$ cat config.mk
export PLATFORM = sky130hd
export DESIGN_NAME = negedge_capture_mon
export DESIGN_NICKNAME = d
export VERILOG_FILES = /design/src/rtl/negedge_capture_mon.sv
export SDC_FILE = /design/constraint.sdc
export NUM_CORES = 1
export LEC_CHECK = 0
export ABC_CLOCK_PERIOD_IN_PS = 4400
export CAP_MARGIN = 40
export CORE_MARGIN = 2
export CORE_UTILIZATION = 61
export CTS_BUF_LIST = sky130_fd_sc_hd__clkbuf_8
export CTS_CLUSTER_DIAMETER = 60
export DETAILED_ROUTE_END_ITERATION = 10
export GPL_TIMING_DRIVEN = 0
export PLACE_DENSITY = 0.79
export SLEW_MARGIN = 15
export SYNTH_ARGS = -nofsm -noshare
export SYNTH_HDL_FRONTEND = slang
export SYNTH_SLANG_ARGS = --single-unit
export TNS_END_PERCENT = 30
$ cat constraint.sdc
create_clock -name clk -period 4.4 [get_ports clk]
set_clock_uncertainty 0.2 [all_clocks]
set_input_delay 0.88 -clock clk [delete_from_list [all_inputs] [get_ports clk]]
set_output_delay 0.88 -clock clk [all_outputs]
set_load 0.02 [all_outputs]
$ cat src/rtl/negedge_capture_mon.sv
// Watches a register's load strobe: on each qualified falling edge, checks the register
// one cycle later against the expected value and queues {mismatch, timestamp, data}.
module negedge_capture_mon #(
  parameter int DW    = 8,
  parameter int DEPTH = 8
) (
  input  logic          clk,
  input  logic          rst_n,
  input  logic          mon_trig,
  input  logic          mon_rst,
  input  logic [DW-1:0] mon_data,
  input  logic [DW-1:0] exp_data,
  output logic          out_valid,
  input  logic          out_ready,
  output logic [DW+16:0] out_payload,
  output logic [7:0]    err_cnt,
  output logic [7:0]    drop_cnt,
  output logic          err_flag
);
  localparam int AW = $clog2(DEPTH);
  localparam int PW = DW + 17;

  logic [15:0]   tstamp_q, tstamp_d;
  logic          trig_q, trig_d;
  logic          pend_q, pend_d;
  logic [DW-1:0] exp_q, exp_d;
  logic [15:0]   ts_q, ts_d;
  logic [AW-1:0] wr_ptr_q, wr_ptr_d, rd_ptr_q, rd_ptr_d;
  logic [AW:0]   cnt_q, cnt_d;
  logic [7:0]    err_cnt_q, err_cnt_d, drop_cnt_q, drop_cnt_d;
  logic          err_flag_q, err_flag_d;
  logic [PW-1:0] mem_q [DEPTH];

  logic fall, qual, mismatch, push, pop, full, accept, drop;

  always_comb begin
    fall     = trig_q & ~mon_trig;
    qual     = fall & ~mon_rst;
    // the check runs whenever an event is pending, even if mon_rst has just risen
    mismatch = pend_q & (mon_data != exp_q);
    push     = pend_q;
    pop      = out_valid & out_ready;
    full     = (cnt_q == (AW+1)'(DEPTH));
    accept   = push & (~full | pop);
    drop     = push & ~accept;

    tstamp_d   = tstamp_q + 16'd1;
    trig_d     = mon_trig;
    pend_d     = 1'b0;
    exp_d      = exp_q;
    ts_d       = ts_q;
    wr_ptr_d   = wr_ptr_q;
    rd_ptr_d   = rd_ptr_q;
    cnt_d      = cnt_q;
    err_cnt_d  = err_cnt_q;
    drop_cnt_d = drop_cnt_q;
    err_flag_d = err_flag_q;

    if (qual) begin
      pend_d = 1'b1;
      exp_d  = exp_data;
      ts_d   = tstamp_q;
    end
    if (accept) wr_ptr_d = wr_ptr_q + AW'(1);
    if (pop)    rd_ptr_d = rd_ptr_q + AW'(1);
    cnt_d = cnt_q + (AW+1)'(accept) - (AW+1)'(pop);
    if (mismatch) begin
      err_flag_d = 1'b1;
      if (err_cnt_q != 8'hFF) err_cnt_d = err_cnt_q + 8'd1;
    end
    if (drop && drop_cnt_q != 8'hFF) drop_cnt_d = drop_cnt_q + 8'd1;
  end

  always_ff @(posedge clk) begin
    if (!rst_n) begin
      tstamp_q   <= '0;
      trig_q     <= 1'b0;
      pend_q     <= 1'b0;
      exp_q      <= '0;
      ts_q       <= '0;
      wr_ptr_q   <= '0;
      rd_ptr_q   <= '0;
      cnt_q      <= '0;
      err_cnt_q  <= '0;
      drop_cnt_q <= '0;
      err_flag_q <= 1'b0;
    end else begin
      tstamp_q   <= tstamp_d;
      trig_q     <= trig_d;
      pend_q     <= pend_d;
      exp_q      <= exp_d;
      ts_q       <= ts_d;
      wr_ptr_q   <= wr_ptr_d;
      rd_ptr_q   <= rd_ptr_d;
      cnt_q      <= cnt_d;
      err_cnt_q  <= err_cnt_d;
      drop_cnt_q <= drop_cnt_d;
      err_flag_q <= err_flag_d;
    end
  end

  // storage needs no reset: pointers and count define what is valid
  always_ff @(posedge clk) begin
    if (rst_n && accept) mem_q[wr_ptr_q] <= {mismatch, ts_q, mon_data};
  end

  assign out_valid   = (cnt_q != '0);
  assign out_payload = mem_q[rd_ptr_q];
  assign err_cnt     = err_cnt_q;
  assign drop_cnt    = drop_cnt_q;
  assign err_flag    = err_flag_q;
endmodule

# Yosys cells after proc, flatten, opt, wreduce, memory -nomap -nowiden
# Memory sizes are Yosys's and may differ from the RTL's. A register that Yosys moved wholly into a read port is not among the register bits.
# Cells that the tools add are included.
dict set report totals {
  regBits 69
  ram_bits 200
  in_bits 21
  memories 1
}
dict set report op_classes {
  addsub 7
  n_eq_ne 4
  mux 5
  bitwise_logic 11
  reduce_logical 4
}
# memory words word_bits read_ports rd_clocked_by_memory_dff wr line_no
set mem_list {}
lappend mem_list {mem_q 8 25 1 1 1 32} ;# logic [PW-1:0] mem_q [DEPTH];
# cell n
set ops {}
lappend ops {{adder 16 x 1 -> 16 bit, second input constant} 1}
lappend ops {{adder 8 x 1 -> 8 bit, second input constant} 2}
lappend ops {{inequality test 8 bit, second input constant} 2}
lappend ops {{inequality test 8 bit} 1}
lappend ops {{adder 3 x 1 -> 3 bit, second input constant} 2}
lappend ops {{AND 1 bit} 6}
lappend ops {{2-to-1 mux 3 bit} 2}
lappend ops {{adder 4 x 1 -> 4 bit} 1}
lappend ops {{equality test 4 bit, second input constant} 1}
lappend ops {{inverter 1 bit} 4}
lappend ops {{nonzero test 4 bit} 1}
lappend ops {{subtractor 4 x 1 -> 4 bit} 1}
lappend ops {{2-to-1 mux 1 bit} 3}
lappend ops {{logical AND 1 bit} 2}
lappend ops {{AND reduction 2 bit} 1}
lappend ops {{bitwise OR 1 bit} 1}

# Depth between registers and ports, before layout
dict set report logic_depth {
  depth_word 7
  mapped_depth 11
  ltp_nobuf 11
}

# Worst setup path after synthesis
# OpenSTA, ideal clock, no wires.
dict set report synth_timing {
  path_type {input-to-reg}
  start {input port out_ready}
  end {memory mem_q[2][0] in the netlist's numbering, enable pin}
  setup_time_ps 438
  t_arrival_ps 3226
  required_ps 3762
  path_slack_ps 535
  path_stages 4
  path_buffers 0
  cell_sequence {nand2b_1 > a31oi_2 > nand2_1 > nor3_1}
}
dict set report synth_via {
  elab_chain_cells 6
}
# element line_no
set synth_rtl {}
lappend synth_rtl {{from (decl)} 14} ;# input logic out_ready,
lappend synth_rtl {{AND 1 bit} 42} ;# pop = out_valid & out_ready;
lappend synth_rtl {{bitwise OR 1 bit} 44} ;# accept = push & (~full | pop);
lappend synth_rtl {{AND 1 bit} 44}
lappend synth_rtl {{logical AND 1 bit} 104} ;# if (rst_n && accept) mem_q[wr_ptr_q] <= {mismatch, ts_q, mon_data};
lappend synth_rtl {{2-to-1 mux 1 bit} 104}
lappend synth_rtl {{2-to-1 mux 1 bit (implied by the code)} 104}
lappend synth_rtl {{to (decl)} 32}
# Every way passes these cells.

==> flow_metrics.py <==
metrics = {
    "status": {
        "status": "finished, final reports clean",
    },
    "flow_run": {
        "cap_violations": 0,
    },
    "critical_path": {
        "crit_path_end_kind": "output pin",
        "cp.required_ns": 3.32,
        "cp-start-kind": "flop",
        "reg2reg_depth": 8,
        "crit_slowest_cell": "buf_1",
        "arrival_ns": 3.02,
        "critPathMaxFanout": 10,
        "rr_startpoint": "cnt_q[2]",
        "path_common_cell": "buf_1",
        "worstSetupPathType": "reg -> out",
        "cpPeakStageDelay_ns": 0.62,
        "worstPathCellList": "buf_1 > buf_1 > mux4_1 > mux2_2 > clkdlybuf4s50_1",
    },
    "timing": {
        "rsz0062_at_grt": "false",
        "drv_slew": 0,
        "hold_violations": 0,
        "max_freq_mhz": 243.9,
        "finalSetupTns_ns": 0,
        "fin_crit_sh_pct": 93.17,
        "fin_crit_ns": 4.099,
        "setup_viol": 0,
        "maxSlewHeadroom_pct": 47.24,
        "worst-slew-pin-transition_ns": 0.7914,
        "holdWs_ns": 0.2692,
    },
    "clocking": {
        "post_cts_buffers": 0,
        "cts_buffer_depth": 3,
        "clkTransAtPathRegs_ns": 0.06,
        "hold_buffers": 0,
        "clock-sinks": 272,
        "post_cts_resized": 0,
        "cts_root_buffer": "clkbuf_8",
        "htree_levels": 2,
        "cts_tree": "yes",
        "worstSkewPairLatency_ns": 0.53,
        "numCtsBuffers": 41,
    },
    "placement": {
        "dpl-instance-area_um2": 11930,
        "dpl.cell_count": 961,
        "portBuffers": 63,
        "post-dp-hpwl_um": 14450,
        "gp_congestion": 0.8263,
    },
    "worst_hold_path": {
        "hold_start": "exp_q[2]",
        "worstHoldPathCells": 2,
        "worstHoldPathType": "reg -> reg",
    },
    "layout": {
        "drive_above_1_share_pct": 17.68,
        "area_growth_pct": 17.68,
        "fin_cells": 1034,
        "nNetsFinal": 811,
        "final_area_um2": 12660,
        "n_antenna_cell": 0,
        "nFillCells": 1007,
    },
    "pwr": {
        "finalPower_uw": 5808,
        "powerDensity_nw_per_um2": 458.6,
        "p_leak_uw": 0.004503,
        "irDropWorstVdd_mv": 0.3907,
    },
    "global_routing": {
        "grt_pass1_vias": 6306,
        "gr-total-overflow": 0,
        "grt_util_all_layers_pct": 24.12,
        "grt_pass1_wl_um": 33670,
        "grt_max_degree": 19,
        "antenna_found_initial": 0,
    },
    "logic_synthesis": {
        "synth_area_um2": 10760,
        "yosys_register_bits": 272,
        "synthCells": 657,
        "syn-num-nets": 689,
        "yosys_warnings": 0,
        "synth_cell_types": 42,
        "syn_avg_cell_area_um2": 16.38,
        "yosysSeqAreaShare_pct": 69.20,
    },
    "floorplanning": {
        "ios": 64,
        "die_y_um": 136.8,
        "die_x_um": 136.8,
        "core-area_um2": 17300,
        "die-area_um2": 18720,
        "fp-row-count": 48,
        "start_util_pct": 62.22,
    },
    "route": {
        "wl_per_cell_um": 20.92,
        "wl_um": 21630,
        "viasPerCell": 5.929,
        "antenna_left": 0,
        "remaining_drc_errors": 0,
        "vias": 6131,
        "first_pass_iters": 5,
        "drtIter0Drc": 439,
    },
}
## path summary, 6_finish.rpt
kind	endpoint	slack, ns
max reg2reg	mem_q[0][7]	1.58
min reg2reg	exp_q[2]	0.27
max	out_payload[10]	0.30
min	exp_q[2]	0.27
## cells in the final DEF (no fill, tap or decap), drive strengths merged, types with 5 or more instances in the layout
master,Yosys,layout
mux4,50,50
inv,6,25
nor3,9,9
nor2,37,37
mux2i,9,9
clkbuf,13,56
buf,17,33
and4,7,7
and3,10,10
dfxtp,72,72
clkdlybuf4s50,0,63
xnor2,9,9
nand2b,9,9
mux2,25,25
clkinv,0,9
xor2,20,20
edfxtp,200,200
nand3,18,18
ha,10,10
and2,5,5
nand2,72,72
nand4,6,6
a21oi,31,31
## logic make-up after synthesis
group | Yosys count | synth area share (%)
AOI/OAI and AO/OA | 42 | 2.232
xor gates and xnor gates | 29 | 2.360
adders and majority gates | 11 | 1.349
buffers and inverters | 36 | 1.732
DFF | 272 | 69.20
muxes | 84 | 14.72
and+or+nand+nor | 183 | 8.406
## cells in the mapped netlist (all sizes together)
| cell type | n | area share (%) |
|---|---|---|
| a21bo | 1 | 0.093 |
| a21o | 1 | 0.070 |
| a21oi | 31 | 1.4 |
| a31oi | 3 | 0.23 |
| a41o | 1 | 0.093 |
| and2 | 5 | 0.29 |
| and3 | 10 | 0.67 |
| and4 | 7 | 0.57 |
| buf | 17 | 1.1 |
| clkbuf | 13 | 0.45 |
| dfxtp | 72 | 13 |
| edfxtp | 200 | 56 |
| fa | 1 | 0.19 |
| ha | 10 | 1.2 |
| inv | 6 | 0.21 |
| mux2 | 25 | 2.6 |
| mux2i | 9 | 0.84 |
| mux4 | 50 | 11 |
| nand2 | 72 | 2.5 |
| nand2b | 9 | 0.52 |
| nand3 | 18 | 0.84 |
| nand3b | 3 | 0.21 |
| nand4 | 6 | 0.49 |
| nor2 | 37 | 1.3 |
| nor2b | 1 | 0.058 |
| nor3 | 9 | 0.42 |
| nor4 | 2 | 0.23 |
| nor4b | 1 | 0.081 |
| o211a | 1 | 0.093 |
| o21a | 1 | 0.070 |
| o21ai | 3 | 0.14 |
| or3 | 3 | 0.17 |
| xnor2 | 9 | 0.73 |
| xor2 | 20 | 1.6 |
## critical path, delay by kind of cell (launching register included)
kind | cells | cell delay, ns
multiplexers | 2 | 0.72
flip-flops | 1 | 0.32
buffers and inverters | 3 | 1.46
## per-layer routing
metal	part of all wire, %	wire (um)	track usage (%)	vias to the layer above
met5	0	0	0	-
met4	2.5	535	8.591	0
met3	6.2	1336	4.815	45
met2	51	10980	40.22	221
met1	41	8782	31.98	3100
li1	-	-	-	2765
## power breakdown
group          internal (uW)  switching [uW]  total, uW
Clock                    960             896       1860
Combinational            599             560       1160
Sequential              2770            25.3       2790
Total                   4330            1480       5810
## flip-flops by register name, summed over array words and instances, names as in the netlist, named ones only
| signal | cells |
|---|---|
| rd_ptr_q | 3 |
| drop_cnt | 8 |
| tstamp_q | 16 |
| pend_q | 1 |
| mem_q | 200 |
| trig_q | 1 |
| cnt_q | 4 |
| wr_ptr_q | 3 |
| err_cnt | 8 |
| exp_q | 8 |
| ts_q | 16 |
| err_flag | 1 |
## stage by stage
step	util [%]	worst slack, ns
finish	73.22	0.3007
global route	73.22	0.2287
CTS	73.22	0.2845
detailed placement	68.96	0.7646
global placement	67.49	-1.791
floorplan	-	0.5353
## layout make-up
cell class	count	area (um^2)	share of cell area [%]
Buffer	30	163.9	1.294
Clock buffer	43	591.8	4.673
Clock inverter	30	145.1	1.146
Inverter	6	22.52	0.1778
Multi-Input combinational cell	349	3178	25.09
Sequential cell	272	7447	58.80
Tap cell	225	281.5	2.223
Timing Repair Buffer	79	834.6	6.590
(Power assumes the default switching activity.)
